<file path="config.mk">
export PLATFORM = sky130hd
export DESIGN_NAME = piano_ctrl
export DESIGN_NICKNAME = d
export VERILOG_FILES = /design/src/rtl/piano_pkg.sv /design/src/rtl/piano_scale_rom.sv /design/src/rtl/piano_ctrl.sv
export SDC_FILE = /design/constraint.sdc
export NUM_CORES = 1
export LEC_CHECK = 0
export ABC_AREA = 0
export BUFFER_PORTS_ARGS = -buffer_cell sky130_fd_sc_hd__buf_4
export CORE_MARGIN = 5
export CORE_UTILIZATION = 55
export CTS_CLUSTER_DIAMETER = 30
export DETAILED_ROUTE_END_ITERATION = 10
export PLACE_DENSITY = 0.74
export REMOVE_ABC_BUFFERS = 1
export SLEW_MARGIN = 20
export SYNTH_ARGS = -nofsm -noshare
export SYNTH_HDL_FRONTEND = slang
export SYNTH_HIERARCHICAL = 1
export SYNTH_SLANG_ARGS = --single-unit
export TNS_END_PERCENT = 1
</file>
<file path="constraint.sdc">
create_clock -name clk -period 9.6 [get_ports clk]
set_clock_uncertainty 0.05 [all_clocks]
set_input_delay 0.96 -clock clk [delete_from_list [all_inputs] [get_ports clk]]
set_output_delay 0.96 -clock clk [all_outputs]
set_load 0.1 [all_outputs]
</file>
<file path="src/rtl/piano_pkg.sv">
// Shared definitions for the piano controller: FSM encoding, length-control keys
// and note-length arithmetic helpers.
package piano_pkg;

  typedef enum logic [2:0] {
    ST_IDLE   = 3'd0,
    ST_READ   = 3'd1,
    ST_LOOKUP = 3'd2,
    ST_ECHO   = 3'd3,
    ST_PLAY   = 3'd4
  } state_t;

  localparam logic [7:0] KEY_SHORTER = 8'h5B;  // '['
  localparam logic [7:0] KEY_LONGER  = 8'h5D;  // ']'

  localparam int unsigned CYCLES_PER_SECOND_DEF = 32'd125_000_000;
  localparam int unsigned LEN_RESET             = 32'd4;

  // One note-length level lasts a quarter of a second.
  function automatic int unsigned len_step(input int unsigned cycles_per_second);
    return cycles_per_second / 32'd4;
  endfunction

endpackage

</file>
<file path="src/rtl/piano_scale_rom.sv">
// Combinational key-to-pitch table: ASCII key -> {hit, NCO frequency control word}.
// FCW = round(f * 2^24 / 122_070) for the 122_070 Hz NCO sample rate.
module piano_scale_rom #(
  parameter int unsigned FCW_WIDTH = 24
) (
  input  logic [7:0]           key,
  output logic                 hit,
  output logic [FCW_WIDTH-1:0] fcw_val
);

  // Bottom keyboard row plays the C4 major scale.
  always_comb begin
    hit     = 1'b1;
    fcw_val = '0;
    case (key)
      8'h7A:   fcw_val = FCW_WIDTH'(32'd35958);  // z  C4
      8'h78:   fcw_val = FCW_WIDTH'(32'd40360);  // x  D4
      8'h63:   fcw_val = FCW_WIDTH'(32'd45304);  // c  E4
      8'h76:   fcw_val = FCW_WIDTH'(32'd47998);  // v  F4
      8'h62:   fcw_val = FCW_WIDTH'(32'd53876);  // b  G4
      8'h6E:   fcw_val = FCW_WIDTH'(32'd60473);  // n  A4
      8'h6D:   fcw_val = FCW_WIDTH'(32'd67879);  // m  B4
      default: begin
        hit     = 1'b0;
        fcw_val = '0;
      end
    endcase
  end

endmodule

</file>
<file path="src/rtl/piano_ctrl.sv">
// Pops ASCII keys from the UART RX FIFO, echoes them to the TX FIFO and plays
// mapped keys on the NCO for the current note length; '[' / ']' adjust that length.
module piano_ctrl
  import piano_pkg::*;
#(
  parameter  int unsigned CYCLES_PER_SECOND = CYCLES_PER_SECOND_DEF,
  parameter  int unsigned FCW_WIDTH         = 24,
  parameter  int unsigned LEN_LEVELS        = 8,
  // Wide enough to hold LEN_LEVELS itself, since levels run 1..LEN_LEVELS.
  localparam int unsigned LEN_W             = $clog2(LEN_LEVELS + 1)
) (
  input  logic                 clk,
  input  logic                 rst_n,
  input  logic [7:0]           ua_rx_data,
  input  logic                 ua_rx_empty,
  output logic                 ua_rx_rd_en,
  output logic [7:0]           ua_tx_din,
  input  logic                 ua_tx_full,
  output logic                 ua_tx_wr_en,
  output logic [FCW_WIDTH-1:0] fcw,
  output logic                 note_en,
  output logic [LEN_W-1:0]     len_level
);

  localparam int unsigned LEN_STEP = len_step(CYCLES_PER_SECOND);
  localparam int unsigned CNT_W    = $clog2(LEN_LEVELS * LEN_STEP);

  state_t               state_r;
  logic [CNT_W-1:0]     counter_r;
  logic                 hit_r;
  logic [FCW_WIDTH-1:0] fcw_val_r;
  logic [CNT_W-1:0]     last_cnt_s;
  logic                 rom_hit_s;
  logic [FCW_WIDTH-1:0] rom_fcw_s;

  piano_scale_rom #(
    .FCW_WIDTH (FCW_WIDTH)
  ) u_rom (
    .key     (ua_rx_data),
    .hit     (rom_hit_s),
    .fcw_val (rom_fcw_s)
  );

  // Final counter value of the current note: len_level steps of LEN_STEP cycles.
  always_comb begin
    last_cnt_s = CNT_W'((32'(len_level) * LEN_STEP) - 32'd1);
  end

  // Key handling FSM; ua_tx_din doubles as the latched key register.
  always_ff @(posedge clk or negedge rst_n) begin
    if (!rst_n) begin
      state_r     <= ST_IDLE;
      ua_rx_rd_en <= 1'b0;
      ua_tx_wr_en <= 1'b0;
      ua_tx_din   <= 8'h00;
      fcw         <= '0;
      note_en     <= 1'b0;
      len_level   <= LEN_W'(LEN_RESET);
      counter_r   <= '0;
      hit_r       <= 1'b0;
      fcw_val_r   <= '0;
    end else begin
      ua_rx_rd_en <= 1'b0;
      ua_tx_wr_en <= 1'b0;
      case (state_r)
        ST_IDLE: begin
          if (!ua_rx_empty) begin
            state_r     <= ST_READ;
            ua_rx_rd_en <= 1'b1;
          end
        end
        ST_READ: begin
          state_r <= ST_LOOKUP;
        end
        ST_LOOKUP: begin
          ua_tx_din <= ua_rx_data;
          hit_r     <= rom_hit_s;
          fcw_val_r <= rom_fcw_s;
          if ((ua_rx_data == KEY_LONGER) && (len_level != LEN_W'(LEN_LEVELS))) begin
            len_level <= len_level + 1'b1;
          end else if ((ua_rx_data == KEY_SHORTER) && (len_level != LEN_W'(1))) begin
            len_level <= len_level - 1'b1;
          end
          state_r <= ST_ECHO;
        end
        ST_ECHO: begin
          // A full TX FIFO holds us here; no sound until the echo is accepted.
          if (!ua_tx_full) begin
            ua_tx_wr_en <= 1'b1;
            if (hit_r) begin
              state_r   <= ST_PLAY;
              fcw       <= fcw_val_r;
              note_en   <= 1'b1;
              counter_r <= '0;
            end else begin
              state_r <= ST_IDLE;
            end
          end
        end
        ST_PLAY: begin
          if (counter_r == last_cnt_s) begin
            state_r   <= ST_IDLE;
            fcw       <= '0;
            note_en   <= 1'b0;
            counter_r <= '0;
          end else begin
            counter_r <= counter_r + 1'b1;
          end
        end
        default: begin
          state_r <= ST_IDLE;
        end
      endcase
    end
  end

endmodule

</file>
==> out/results.ini <==
[outcome]
outcome = completed

[power_and_ir_drop]
p_switching_w = 0.000943
p_comb_share_pct = 56.4
p_per_area_mw_per_mm2 = 256
swShare_pct = 47.2
power.leakage_nw = 3.38
power_frac_seq_pct = 26.4
internal_power_w = 0.00106
irDropWorstVdd_mv = 0.312
clkPwrFrac_pct = 17.2

[clock_network]
ctsHoldBuffers = 0
clk_pin_slew_ps = 70
ctsResizeCount = 0
cts-root-buf = clkbuf_16
cts_sinks = 95
htreeDepth = 3
cts_buffers = 9
clk_latency_ps = 340
cts_buffer_depth = 2
post_cts_buffers = 0
cts_tree = built

[place]
placed_cell_area_mm2 = 0.00754
place.gp.congestion = 0.954
detailed_place_hpwl_mm = 12.1
io_buffer_count = 50

[cells_and_area]
final_layout_size_suffix_gt1_share_pct = 19.0
design_area_mm2 = 0.00782
final_cell_mix = 103 x nand2_1, 94 x dfrtp_1, 53 x buf_4
final_common_cell = nand2_1
area_growth_pct = 8.49
nets = 855
fill_cells = 1161
n_antenna_cell = 0
fin_util_pct = 61.5

[floorplanning]
initial_core_util_pct = 56.7
fp.dieH_um = 125
io_pins = 51
dieWidth_um = 125
die_area_mm2 = 0.0155
core_area_mm2 = 0.0127
rows = 41

[global_route]
grt_pass1_vias = 5992
grt_max_degree = 70
grt_overflow = 0
antenna_found_initial = 0
grt_pass1_wl_mm = 28.6
grt_use_total_pct = 21.6

[route]
drt-initial-drc-count = 373
routed_wl_mm = 16.6
routed-via-count = 5875
antenna_left = 0
wl_per_cell_um = 17.1
viasPerCell = 6.04
drc_errors = 0
dr.pass1.iters = 5

[sta]
setup_viol = 0
period_minus_slack_ps = 5660
drv_slew = 0
timing.fmax_mhz = 177
rsz0062_at_grt = no
period_share_pct = 58.9
hold_viol = 0
finalSetupTns_ps = 0
maxSlewHeadroom_pct = 32.3
worst_pin_slew_ps = 1020

[job]
drv_cap = 0

[synth]
synth-seq-area-share_pct = 33.0
synthFlopType = dfrtp_1
synth-edff-count = 0
async_flop_share_pct = 100
synth_top_area_cell = dfrtp_1
ys_ff_latch = 95
synth_cell_types = 91
synth_cells = 771
yosys_warnings = 6
avgSynthCellArea_um2 = 9.35
ys_top_cells_by_area = dfrtp_1 33%, ha_1 7.1%, mux2_2 5.5%, nand2_1 5.4%, xnor2_1 5.3%
synth_area_mm2 = 0.00721
synth_top_cell_area_share_pct = 32.6

[setup_path]
crit_fanout = 50
critPathKind = reg -> reg
critPathLaunchType = register
endpoint_kind = register
critPathArrivalTime_ps = 5780
cp.required_ps = 9720

[hold_path]
min_path_type = reg -> reg

## cell type report
class / instances / area [µm²] / area share [%]
Multi-Input combinational cell: 618 / 4480 / 57.3
Clock inverter: 4 / 27.5 / 0.352
Tap cell: 172 / 215 / 2.75
Timing Repair Buffer: 53 / 398 / 5.09
Sequential cell: 95 / 2380 / 30.4
Inverter: 18 / 67.6 / 0.864
Clock buffer: 12 / 256 / 3.28
## Yosys cell counts (all sizes together), types with 3 or more instances
library cell  number
nand2            103
dfrtp             94
a21oi             54
xnor2             44
nor3              43
ha                41
nor2              40
mux2              35
xor2              30
buf               28
nand3             21
o21ai             19
clkbuf            18
inv               18
nand4             16
nor4              13
or3                9
a211o              8
a21o               8
and2               7
and3               7
fa                 7
a211oi             6
a31oi              6
a2111oi            5
and4               5
nand3b             5
and3b              4
and4bb             4
nand4b             4
o211ai             4
o21a               4
a22oi              3
and2b              3
mux2i              3
nand2b             3
nor2b              3
nor3b              3
o21bai             3
## sequential cells by signal (all words and copies together) (netlist names)
signal       cells
counter_r       28
fcw             24
fcw_val_r       24
ua_tx_din        8
len_level        4
state_r          3
hit_r            1
note_en          1
ua_rx_rd_en      1
ua_tx_wr_en      1
## worst paths after layout
path	depth (start not counted)	to	slack, ps	start
worst max-delay path	16	counter_r[4]	3940	len_level[2]
worst min register to register	1	ua_tx_din[0]	460	ua_tx_din[0]
worst max register to register	16	counter_r[4]	3940	len_level[2]
max in group asynchronous	2	counter_r[24]	7850	rst_n
min in group asynchronous	1	ua_tx_din[3]	470	rst_n
worst min-delay path	1	ua_tx_din[0]	460	ua_tx_din[0]
## per-stage QoR
stage	std cells	hold WS (ps)	power, W	setup slack (ps)
2_1_floorplan	731	419	0.00141	3570
3_3_place_gp	956	437	0.00162	4140
3_5_place_dp	956	445	0.00165	3980
4_1_cts	972	463	0.00200	3930
5_1_grt	972	474	0.00212	3690
6_report	972	459	0.00200	3940
## kinds of logic after synthesis
kind of cell	share of synthesized area (%)
and+or+nand+nor	22.7
AOI/OAI and AO/OA	14.8
DFF	33.0
xor gates and xnor gates	9.30
buffers and inverters	5.29
adders and majority gates	9.06
muxes	5.88
other	0.0520
## routing by layer
metal,part of all wire [%],up-vias,GRT usage [%]
met5,0,-,0
met2,50,141,37.0
met1,44,2891,27.9
met4,2.7,0,8.38
li1,-,2811,-
met3,3.2,32,2.83
## worst max-delay path, stage by stage (launching register included)
cell       delay, ps
dfstp_2          690
inv_1            140
ha_1             430
fa_1             430
ha_1             480
nand2_1          130
o221a_2          370
o21ai_0          210
xor2_1           510
nand4b_1         260
mux2_2           360
a2bb2oi_1        150
a22oi_2          210
nand4_1          210
nor3_4           150
buf_4            540
nor3_1           120
## power groups by stage
stage               logic (W)  clock network (W)  registers (W)
floorplan            0.000664                  0       0.000746
global placement      0.00109                  0       0.000528
detailed placement    0.00112                  0       0.000534
CTS                   0.00112           0.000350       0.000527
global route          0.00121           0.000370       0.000539
finish                0.00113           0.000344       0.000528
Note: power is estimated with default switching activity, not from simulation.
